### src/rtl/mdr_pkg.sv
// Shared types, constants and helpers for the multi-digit crossing-feature recognizer.
package mdr_pkg;

    localparam int unsigned ID_W   = 4;
    localparam int unsigned CNT_W  = 4;
    localparam int unsigned LUT_N  = 10;

    localparam logic [ID_W-1:0] ID_UNKNOWN = 4'hF;

    typedef enum logic [1:0] {
        ST_IDLE  = 2'd0,
        ST_SNAP  = 2'd1,
        ST_CLASS = 2'd2,
        ST_DONE  = 2'd3
    } state_e;

    // Per-box crossing feature, MSB first as it appears in the lookup table.
    typedef struct packed {
        logic             x1_l;
        logic             x1_r;
        logic             x2_l;
        logic             x2_r;
        logic [CNT_W-1:0] y;
        logic [CNT_W-1:0] x1;
        logic [CNT_W-1:0] x2;
    } feat_s;

    localparam int unsigned FEAT_W = $bits(feat_s);

    typedef struct packed {
        logic [ID_W-1:0] id;
        logic            unknown;
    } class_res_s;

    // Entry i holds the feature that classifies as digit i.
    localparam logic [LUT_N-1:0][FEAT_W-1:0] LUT_FEAT = {
        16'hD321, 16'hF322, 16'h6211, 16'hB312, 16'h9311,
        16'hD221, 16'h5311, 16'h6311, 16'hA111, 16'hF222
    };

    function automatic logic [CNT_W-1:0] sat_inc(input logic [CNT_W-1:0] v);
        return (v == {CNT_W{1'b1}}) ? v : v + CNT_W'(1);
    endfunction

endpackage

### src/rtl/mdr_feature_lut.sv
// Combinational feature -> {digit id, unknown} lookup shared by all boxes.
module mdr_feature_lut
    import mdr_pkg::*;
(
    input  logic [FEAT_W-1:0] feat_i,
    input  logic              degenerate_i,
    output class_res_s        res_c_o
);

    always_comb begin
        res_c_o.id      = ID_UNKNOWN;
        res_c_o.unknown = 1'b1;
        if (!degenerate_i) begin
            for (int unsigned i = 0; i < LUT_N; i++) begin
                if (feat_i == LUT_FEAT[i]) begin
                    res_c_o.id      = ID_W'(i);
                    res_c_o.unknown = 1'b0;
                end
            end
        end
    end

endmodule

### src/rtl/multi_digit_recognizer.sv
// Crossing-feature classifier for NUM_DIGITS boxes per frame on the TFT pixel stream.
// Define MDR_FEATURE_DEBUG_EN to expose the snapshot features on o_features.
module multi_digit_recognizer
    import mdr_pkg::*;
#(
    parameter int unsigned NUM_DIGITS = 4,
    parameter int unsigned CW         = 12,
    parameter int unsigned ROW1_NUM   = 3,
    parameter int unsigned ROW2_NUM   = 5,
    parameter int unsigned EVAL_FRAME = 1
) (
    input  logic                       TFT_VCLK,
    input  logic                       rst_n,
    input  logic [2:0]                 frame_cnt,
    input  logic [23:0]                i_rgb,
    input  logic                       i_vsync,
    input  logic                       i_de,
    input  logic [CW-1:0]              hcount,
    input  logic [CW-1:0]              vcount,
    input  logic [NUM_DIGITS*CW-1:0]   box_l,
    input  logic [NUM_DIGITS*CW-1:0]   box_r,
    input  logic [NUM_DIGITS*CW-1:0]   box_t,
    input  logic [NUM_DIGITS*CW-1:0]   box_b,
    output logic [NUM_DIGITS*ID_W-1:0] o_digit_ids,
    output logic [NUM_DIGITS-1:0]      o_unknown,
    output logic                       o_valid,
    output logic                       o_busy,
    output logic                       o_overrun
`ifdef MDR_FEATURE_DEBUG_EN
    ,
    output logic [NUM_DIGITS*FEAT_W-1:0] o_features
`endif
);

    localparam int unsigned IDX_W = (NUM_DIGITS > 1) ? $clog2(NUM_DIGITS) : 1;
    localparam int unsigned CW1   = CW + 1;
    localparam int unsigned PW    = CW + 4;

    state_e                            state_q, state_d;
    logic [IDX_W-1:0]                  idx_q, idx_d;
    logic                              vs_q, fg_q;
    logic                              vs_rise, fg, start_eval, acc_clr, acc_hold;
    logic                              snap_en, class_en;
    logic                              valid_q, valid_d;
    logic                              busy_q, busy_d;
    logic                              overrun_q, overrun_d;
    logic [NUM_DIGITS-1:0][FEAT_W-1:0] feat_acc, snap_q;
    logic [NUM_DIGITS-1:0]             deg_frame, snap_deg_q, unk_q;
    logic [NUM_DIGITS-1:0][ID_W-1:0]   ids_q;
    class_res_s                        lut_res;

    assign vs_rise    = i_vsync & ~vs_q;
    assign fg         = i_de & (|i_rgb);
    assign start_eval = vs_rise && (state_q == ST_IDLE) && (frame_cnt == 3'(EVAL_FRAME));
    // Accumulators survive the evaluating VS edge so SNAP can copy them next cycle.
    assign acc_hold   = start_eval;
    assign acc_clr    = (vs_rise & ~start_eval) | snap_en;

    for (genvar k = 0; k < NUM_DIGITS; k++) begin : g_box
        logic [CW-1:0]    in_l, in_r, in_t, in_b, h_d, cx_d, y1_d, y2_d;
        logic [PW-1:0]    prod1, prod2;
        logic             deg_d;
        logic [CW-1:0]    l_q, r_q, t_q, b_q, cx_q, y1_q, y2_q;
        logic             deg_q, deg_prev_q;
        logic [CNT_W-1:0] x1_q, x2_q, y_q;
        logic             x1l_q, x1r_q, x2l_q, x2r_q, vprev_q;
        logic             in_h, in_v, on_r1, on_r2, on_c, left, cross_h, cross_v;

        assign in_l  = box_l[k*CW +: CW];
        assign in_r  = box_r[k*CW +: CW];
        assign in_t  = box_t[k*CW +: CW];
        assign in_b  = box_b[k*CW +: CW];
        assign h_d   = in_b - in_t;
        assign prod1 = PW'(h_d) * PW'(ROW1_NUM);
        assign prod2 = PW'(h_d) * PW'(ROW2_NUM);
        assign cx_d  = in_l + ((in_r - in_l) >> 1);
        assign y1_d  = in_t + CW'(prod1 >> 3);
        assign y2_d  = in_t + CW'(prod2 >> 3);
        assign deg_d = ({1'b0, in_r} < ({1'b0, in_l} + CW1'(2))) ||
                       ({1'b0, in_b} < ({1'b0, in_t} + CW1'(3)));

        assign in_h    = (hcount >= l_q) && (hcount <= r_q);
        assign in_v    = (vcount >= t_q) && (vcount <= b_q);
        assign on_r1   = i_de && in_h && (vcount == y1_q);
        assign on_r2   = i_de && in_h && (vcount == y2_q);
        assign on_c    = i_de && in_v && (hcount == cx_q);
        assign left    = hcount < cx_q;
        assign cross_h = fg && ((hcount == l_q) || !fg_q);
        assign cross_v = fg && ((vcount == t_q) || !vprev_q);

        // Geometry of the frame being accumulated; deg_prev_q belongs to the frame just ended.
        always_ff @(posedge TFT_VCLK or negedge rst_n) begin
            if (!rst_n) begin
                l_q        <= '0;
                r_q        <= '0;
                t_q        <= '0;
                b_q        <= '0;
                cx_q       <= '0;
                y1_q       <= '0;
                y2_q       <= '0;
                deg_q      <= 1'b1;
                deg_prev_q <= 1'b1;
            end else if (vs_rise) begin
                l_q        <= in_l;
                r_q        <= in_r;
                t_q        <= in_t;
                b_q        <= in_b;
                cx_q       <= cx_d;
                y1_q       <= y1_d;
                y2_q       <= y2_d;
                deg_q      <= deg_d;
                deg_prev_q <= deg_q;
            end
        end

        always_ff @(posedge TFT_VCLK or negedge rst_n) begin
            if (!rst_n) begin
                x1_q    <= '0;
                x2_q    <= '0;
                y_q     <= '0;
                x1l_q   <= 1'b0;
                x1r_q   <= 1'b0;
                x2l_q   <= 1'b0;
                x2r_q   <= 1'b0;
                vprev_q <= 1'b0;
            end else if (acc_clr) begin
                x1_q    <= '0;
                x2_q    <= '0;
                y_q     <= '0;
                x1l_q   <= 1'b0;
                x1r_q   <= 1'b0;
                x2l_q   <= 1'b0;
                x2r_q   <= 1'b0;
                vprev_q <= 1'b0;
            end else if (!acc_hold) begin
                if (on_r1) begin
                    if (cross_h) x1_q <= sat_inc(x1_q);
                    if (fg && left) x1l_q <= 1'b1;
                    if (fg && !left) x1r_q <= 1'b1;
                end
                if (on_r2) begin
                    if (cross_h) x2_q <= sat_inc(x2_q);
                    if (fg && left) x2l_q <= 1'b1;
                    if (fg && !left) x2r_q <= 1'b1;
                end
                if (on_c) begin
                    vprev_q <= fg;
                    if (cross_v) y_q <= sat_inc(y_q);
                end
            end
        end

        assign feat_acc[k]  = {x1l_q, x1r_q, x2l_q, x2r_q, y_q, x1_q, x2_q};
        assign deg_frame[k] = deg_prev_q;
    end

    mdr_feature_lut u_lut (
        .feat_i       (snap_q[idx_q]),
        .degenerate_i (snap_deg_q[idx_q]),
        .res_c_o      (lut_res)
    );

    always_comb begin
        state_d   = state_q;
        idx_d     = idx_q;
        snap_en   = 1'b0;
        class_en  = 1'b0;
        valid_d   = 1'b0;
        busy_d    = 1'b0;
        overrun_d = overrun_q;
        case (state_q)
            ST_IDLE: begin
                if (start_eval) state_d = ST_SNAP;
            end
            ST_SNAP: begin
                snap_en = 1'b1;
                idx_d   = '0;
                state_d = ST_CLASS;
            end
            ST_CLASS: begin
                class_en = 1'b1;
                idx_d    = idx_q + IDX_W'(1);
                if (idx_q == IDX_W'(NUM_DIGITS - 1)) state_d = ST_DONE;
            end
            ST_DONE: begin
                valid_d = 1'b1;
                state_d = ST_IDLE;
            end
            default: state_d = ST_IDLE;
        endcase
        busy_d = (state_d != ST_IDLE);
        if (vs_rise && (state_q != ST_IDLE)) overrun_d = 1'b1;
    end

    always_ff @(posedge TFT_VCLK or negedge rst_n) begin
        if (!rst_n) begin
            state_q    <= ST_IDLE;
            idx_q      <= '0;
            vs_q       <= 1'b0;
            fg_q       <= 1'b0;
            snap_q     <= '0;
            snap_deg_q <= '1;
            ids_q      <= '1;
            unk_q      <= '1;
            valid_q    <= 1'b0;
            busy_q     <= 1'b0;
            overrun_q  <= 1'b0;
        end else begin
            state_q   <= state_d;
            idx_q     <= idx_d;
            vs_q      <= i_vsync;
            fg_q      <= fg;
            valid_q   <= valid_d;
            busy_q    <= busy_d;
            overrun_q <= overrun_d;
            if (snap_en) begin
                snap_q     <= feat_acc;
                snap_deg_q <= deg_frame;
            end
            if (class_en) begin
                ids_q[idx_q] <= lut_res.id;
                unk_q[idx_q] <= lut_res.unknown;
            end
        end
    end

    assign o_digit_ids = ids_q;
    assign o_unknown   = unk_q;
    assign o_valid     = valid_q;
    assign o_busy      = busy_q;
    assign o_overrun   = overrun_q;
`ifdef MDR_FEATURE_DEBUG_EN
    assign o_features  = snap_q;
`endif

endmodule

### config.mk
export PLATFORM = sky130hd
export DESIGN_NAME = multi_digit_recognizer
export DESIGN_NICKNAME = d
export VERILOG_FILES = /design/src/rtl/mdr_pkg.sv /design/src/rtl/mdr_feature_lut.sv /design/src/rtl/multi_digit_recognizer.sv
export SDC_FILE = /design/constraint.sdc
export NUM_CORES = 2
export LEC_CHECK = 0
export BUFFER_PORTS_ARGS = -buffer_cell sky130_fd_sc_hd__buf_2
export CAP_MARGIN = 20
export CORE_MARGIN = 2
export CORE_UTILIZATION = 30
export DETAILED_ROUTE_END_ITERATION = 8
export GPL_TIMING_DRIVEN = 0
export PLACE_DENSITY = 0.55
export SYNTH_ARGS = -nofsm -noshare
export SYNTH_HDL_FRONTEND = slang
export SYNTH_HIERARCHICAL = 1
export SYNTH_SLANG_ARGS = --single-unit
### constraint.sdc
create_clock -name TFT_VCLK -period 3.6 [get_ports TFT_VCLK]
set_input_delay 0.18 -clock TFT_VCLK [delete_from_list [all_inputs] [get_ports TFT_VCLK]]
set_output_delay 0.18 -clock TFT_VCLK [all_outputs]
set_load 0.02 [all_outputs]
* Yosys cells after proc, flatten, opt, wreduce, memory -nomap -nowiden *
Cells that the tools add are included.

operators by class
  shift-type cells = 0
  div/mod/pow operators = 0
  equal/unequal tests = 60
  multiplexer cells = 156
  magnitude comparators = 30
  reduce and logical (&&, ||, !) cells = 134
  bitwise gates (word level) = 6
  add/sub/neg operators = 41
  multipliers = 8

operators with widths
  kind                                                   number
  two-way mux 4 bit                                      61
  equality test 12 bit                                   20
  equality test 16 bit, second input constant            7
  adder 12 x 2 -> 13 bit, second input constant          8
  < comparator 12 x 13 -> 1 bit                          8
  adder 12 x 11 -> 12 bit                                8
  >= comparator 12 bit                                   8
  less-or-equal comparator 12 bit                        8
  subtractor 12 bit                                      8
  two-way mux 1 bit                                      73
  nonzero test 2 bit                                     31
  multiplier 12 x 3 -> 15 bit, second input constant     4
  multiplier 12 x 2 -> 14 bit, second input constant     4
  two-way mux 5 bit                                      11
  adder 12 bit                                           4
  adder 4 x 1 -> 4 bit, second input constant            12
  equality test 16 x 15 -> 1 bit, second input constant  3
  equality test 4 bit, second input constant             12
  logical AND 1 bit                                      48
  < comparator 12 bit                                    4
  AND reduction 3 bit                                    16
  AND reduction 4 bit                                    12
  binary-select mux 16 bit (select 2 bit)                1
  inequality test 2 bit, second input constant           12
  24 further kinds                                       52

word-level totals
  register bits after elaboration = 509
  input port bits = 247
  memory bits (read-only) = 0
  bits in latches = 0
  memories kept = 0
  word-level logic and storage cells = 520
  RAM bits = 0
  output and inout port bits = 23

* Depth between registers and ports, before layout *
  word-level depth = 15
  gate-level depth with buffers = 26
  mapped depth without buffers = 26

* By module *
The synthesis kept the hierarchy.

modules (own cells, without submodules)
  module                  instances  cells each  area an instance (sq um)
  multi_digit_recognizer  1          4,771       42,802.3
  mdr_feature_lut         1          46          335.3

* Worst setup path before layout *
OpenSTA, ideal clock, no wires.

  path type = input to register
  start point = input box_b[0]
  end point = register g_box[0].y2_q[11]
  path buffers = 0
  stages on the path = 25
  required time = 3.467 ns
  setup time = 0.133 ns
  arrival time = 4.802 ns
  setup slack = -1.335 ns
  cell sequence = inv_1 ha_1 inv_1 fa_1 a21oi_1 o21bai_1 xor2_1 ha_1 ha_1 a21o_1 a21oi_1 nand2b_1 a21boi_0 nor2_1 xnor2_1 ha_1 or3_1 a311o_1 a31oi_1 nor2b_1 o21a_1 o41ai_1 xnor2_1 xnor2_1 o21ai_0

on the way
  longest elaborated chain between the ends = 3

ends and longest elaborated chain
  what                         line                           text
  from (decl)                  multi_digit_recognizer.sv:23   input logic [NUM_DIGITS*CW-1:0] box_b,
  subtractor 12 bit            multi_digit_recognizer.sv:73   assign h_d = in_b - in_t;
  multiplier 12 x 3 -> 15 bit  multi_digit_recognizer.sv:75   assign prod2 = PW'(h_d) * PW'(ROW2_NUM);
  adder 12 bit                 multi_digit_recognizer.sv:78   assign y2_d = in_t + CW'(prod2 >> 3);
  to (signal assigned)         multi_digit_recognizer.sv:110  y2_q <= y2_d;
  to (decl)                    multi_digit_recognizer.sv:63   logic [CW-1:0] l_q, r_q, t_q, b_q, cx_q, y1_q, y2_q;

Every way passes these cells.
A chain may end at the register's enable or synchronous reset.

* Worst setup path in the final report *
  start point = input box_b[24]
  end point = register g_box[2].y2_q[11]

on the way
  longest elaborated chain between the ends = 3

ends and longest elaborated chain
  what                         line
  subtractor 12 bit            multi_digit_recognizer.sv:73
  multiplier 12 x 3 -> 15 bit  multi_digit_recognizer.sv:75
  adder 12 bit                 multi_digit_recognizer.sv:78
  to (signal assigned)         multi_digit_recognizer.sv:110
  to (decl)                    multi_digit_recognizer.sv:63

Every way passes these cells.

==> impl_metrics.tcl <==
set metrics [dict create \
    rsz0062_at_grt "true" \
    critPathArrivalTime_ns 4.77 \
    dieArea_mm2 0.147 \
    max-cap-violations 0 \
    final_max_slew_viol_count 0 \
    synth_seq_cells 509 \
    wl_per_cell_um 20.9 \
    p_leak_nw 25.6 \
    clockRootBuffer "clkbuf_16" \
    clockBufferDepth 3 \
    dpl_cell_area_mm2 0.0478 \
    rows 139 \
    drt_wl_total_mm 156 \
    utilization_pct 38.6 \
    grt_pass1_wl_mm 232 \
    drive_above_1_share_pct 20.2 \
    port_buffers 259 \
    ys_types 103 \
    post-route-period-util_pct 118 \
    antenna_left 0 \
    most-common-layout-cells "ha_1, nand2_1, dfrtp_1" \
    grt_max_degree 116 \
    drc 0 \
    vdd_drop_max_mv 0.473 \
    synth_edf_count 0 \
    setup.worst_path.start_class "primary input" \
    max_slew.worst_pin.slew_ns 1.21 \
    syn2layout_area_growth_pct 28.0 \
    finalNetCount 6475 \
    worstPathRequired_ns 4.12 \
    instances_no_fill 7490 \
    p_comb_share_pct 57.9 \
    grt_overflow_total 0 \
    internal-power_mw 19.8 \
    dp_hpwl_mm 118 \
    synth-main-ff-cell "dfrtp_1" \
    fmax_mhz 236 \
    h-tree-depth 2 \
    clk_pin_slew_ns 0.06 \
    crit_type "primary input to register" \
    pre_cts_ws_ns -1.86 \
    synth_nets 5756 \
    finalPower_mw 33.6 \
    outcome "finished with violations" \
    yosys_warnings 6 \
    num_vias 38600 \
    fp.dieH_um 383 \
    core_mm2 0.143 \
    setup_tns_ns -5.12 \
    seq_power_share_pct 22.3 \
    die_w_um 383 \
    final-hold-violation-count 0 \
    holdWs_ns 0.0193 \
    end_kind "register" \
    antenna_found_initial 10 \
    crit_fanout 4 \
    slowest_stage "fa_2" \
    violations "setup timing" \
    p_clk_share_pct 19.9 \
    synth_area_mm2 0.0431 \
    yosysSeqAreaShare_pct 29.6 \
    ios 270 \
    clock_skew_ns 0.0245 \
    worst_slack_ns -0.645 \
    net-switching-power_mw 13.8 \
    power_density_mw_per_mm2 608 \
    cpPeakStageDelay_ns 0.38 \
    dr.pass1.iters 6 \
    cts_sinks 509 \
    cts_tree "done" \
    setup_viol 31 \
    cts_buffers 59 \
    avgViaCountPerCell 5.15 \
    min_path_type "primary input to async pin" \
    layout_commonest_cell "ha_1" \
    grt_pass1_vias 37800 \
    ys_async_sr_fraction_pct 100 \
    cp_top_family "compound AO/OA/AOI/OAI gates" \
    place_congestion 0.883 \
    syn_inst 4817 \
    drtIter0Drc 2402 \
    period_minus_slack_ns 4.25 \
    avgSynthCellArea_um2 8.96 \
    p_sw_share_pct 41.1 \
    placedCellCount 6993 \
    track_usage_pct 20.7 \
    initial_core_util_pct 30.1 \
    slew_headroom_pct 19.3 \
    clock_latency_ns 0.68 \
    critPathBufInv 3 \
    final_cell_area_mm2 0.0552 \
]
-- metal layers --
metal  vias up  global-route usage (%)  part of all wire, %
met4        10                    8.03                  4.5
met1     18900                    27.5                   44
met3       282                    2.59                  5.5
met5         -                       0                0.038
met2      1014                    34.2                   46
li1      18400                       -                    -
-- Yosys cell counts, types with 14 or more instances --
cell type  count  share of area [%]
a211o_1       14               0.28
a21o_1       133                2.3
a21oi_1      219                2.5
a31oi_1       37               0.54
and2_1        37               0.54
and3_1        29               0.42
clkbuf_1     112               0.97
dfrtp_1      477                 28
dfstp_2       32                1.9
fa_1          24                1.1
ha_1         668                 19
inv_1        443                3.9
mux2_2        91                2.4
mux2i_1       19               0.44
mux4_2        17               0.89
nand2_1      506                4.4
nand2b_1      32               0.46
nand3_1      121                1.4
nand4_1       52               0.75
nor2_1       196                1.7
nor2b_1       59               0.86
nor3_1        87                1.0
nor3b_1       19               0.33
nor4_1        46               0.67
o211ai_1      14               0.24
o21a_1        92                1.6
o21ai_0      416                4.8
o21bai_1      56               0.97
or2_2         28               0.41
or3_1         15               0.22
xnor2_1      259                5.3
xor2_1       219                4.4
-- power groups by stage --
| stage | registers [mW] | clock network (mW) | logic (mW) |
|---|---|---|---|
| after CTS | 7.47 | 6.77 | 17.9 |
| after global placement | 7.54 | 0 | 15.8 |
| final | 7.48 | 6.67 | 19.4 |
| after global routing | 7.60 | 7.01 | 21.3 |
| after floorplan | 7.40 | 0 | 11.9 |
| after detailed placement | 7.56 | 0 | 16.1 |
-- what timing repair did --
item | 4_1_cts | 5_1_grt
pin swaps | 174 | 175
resized for setup | 209 | 186
endpoints found under the hold margin | 412 | 0
setup buffers | 128 | 65
setup endpoints to repair | 216 | 113
hold buffers | 197 | 0
-- cells by family after synthesis --
group	share of synthesized area, %
multiplexers	3.70
AND/OR/NAND/NOR	14.2
flip-flops	29.6
buffers and inverters	5.00
adder cells (fa/ha/maj)	20.5
XOR/XNOR	9.93
AO/OA/AOI/OAI	17.1
-- area by class of cell --
class	count	area, µm²
repair buffers	658	5230
clock inverters	22	342
inverters	444	1740
flip-flops and latches	509	12800
clock buffers	89	1760
well taps	1903	2380
plain buffers	128	538
diodes	1	2.50
multi-input cells	3736	30400
fillers	14400	87900
-- registers in the layout (all words and copies together) (netlist names), 48 cells and up --
register,flops
g_box.r_q,48
g_box.y1_q,48
g_box.l_q,48
g_box.t_q,48
snap_q,64
g_box.cx_q,48
g_box.y2_q,48
g_box.b_q,48
-- final timing paths --
kind | from | end | slack [ns] | depth (start not counted)
min in group TFT_VCLK | box_t[11] | g_box[0].t_q[11]$_DFFE_PN0P_ | 0.02 | 3
worst min-delay path | rst_n | g_box[1].r_q[8]$_DFFE_PN0P_ | 0.02 | 2
worst max register to register | vs_q$_DFF_PN0_ | g_box[0].b_q[6]$_DFFE_PN0P_ | -0.03 | 8
worst max-delay path | box_b[24] | g_box[2].y2_q[11]$_DFFE_PN0P_ | -0.65 | 25
worst min register to register | g_box[3].deg_prev_q$_DFFE_PN1P_ | g_box[3].deg_prev_q$_DFFE_PN1P_ | 0.46 | 2
max in group asynchronous | rst_n | g_box[3].deg_q$_DFFE_PN1P_ | 1.81 | 5
No activity file was read; power rests on OpenSTA's default activity.
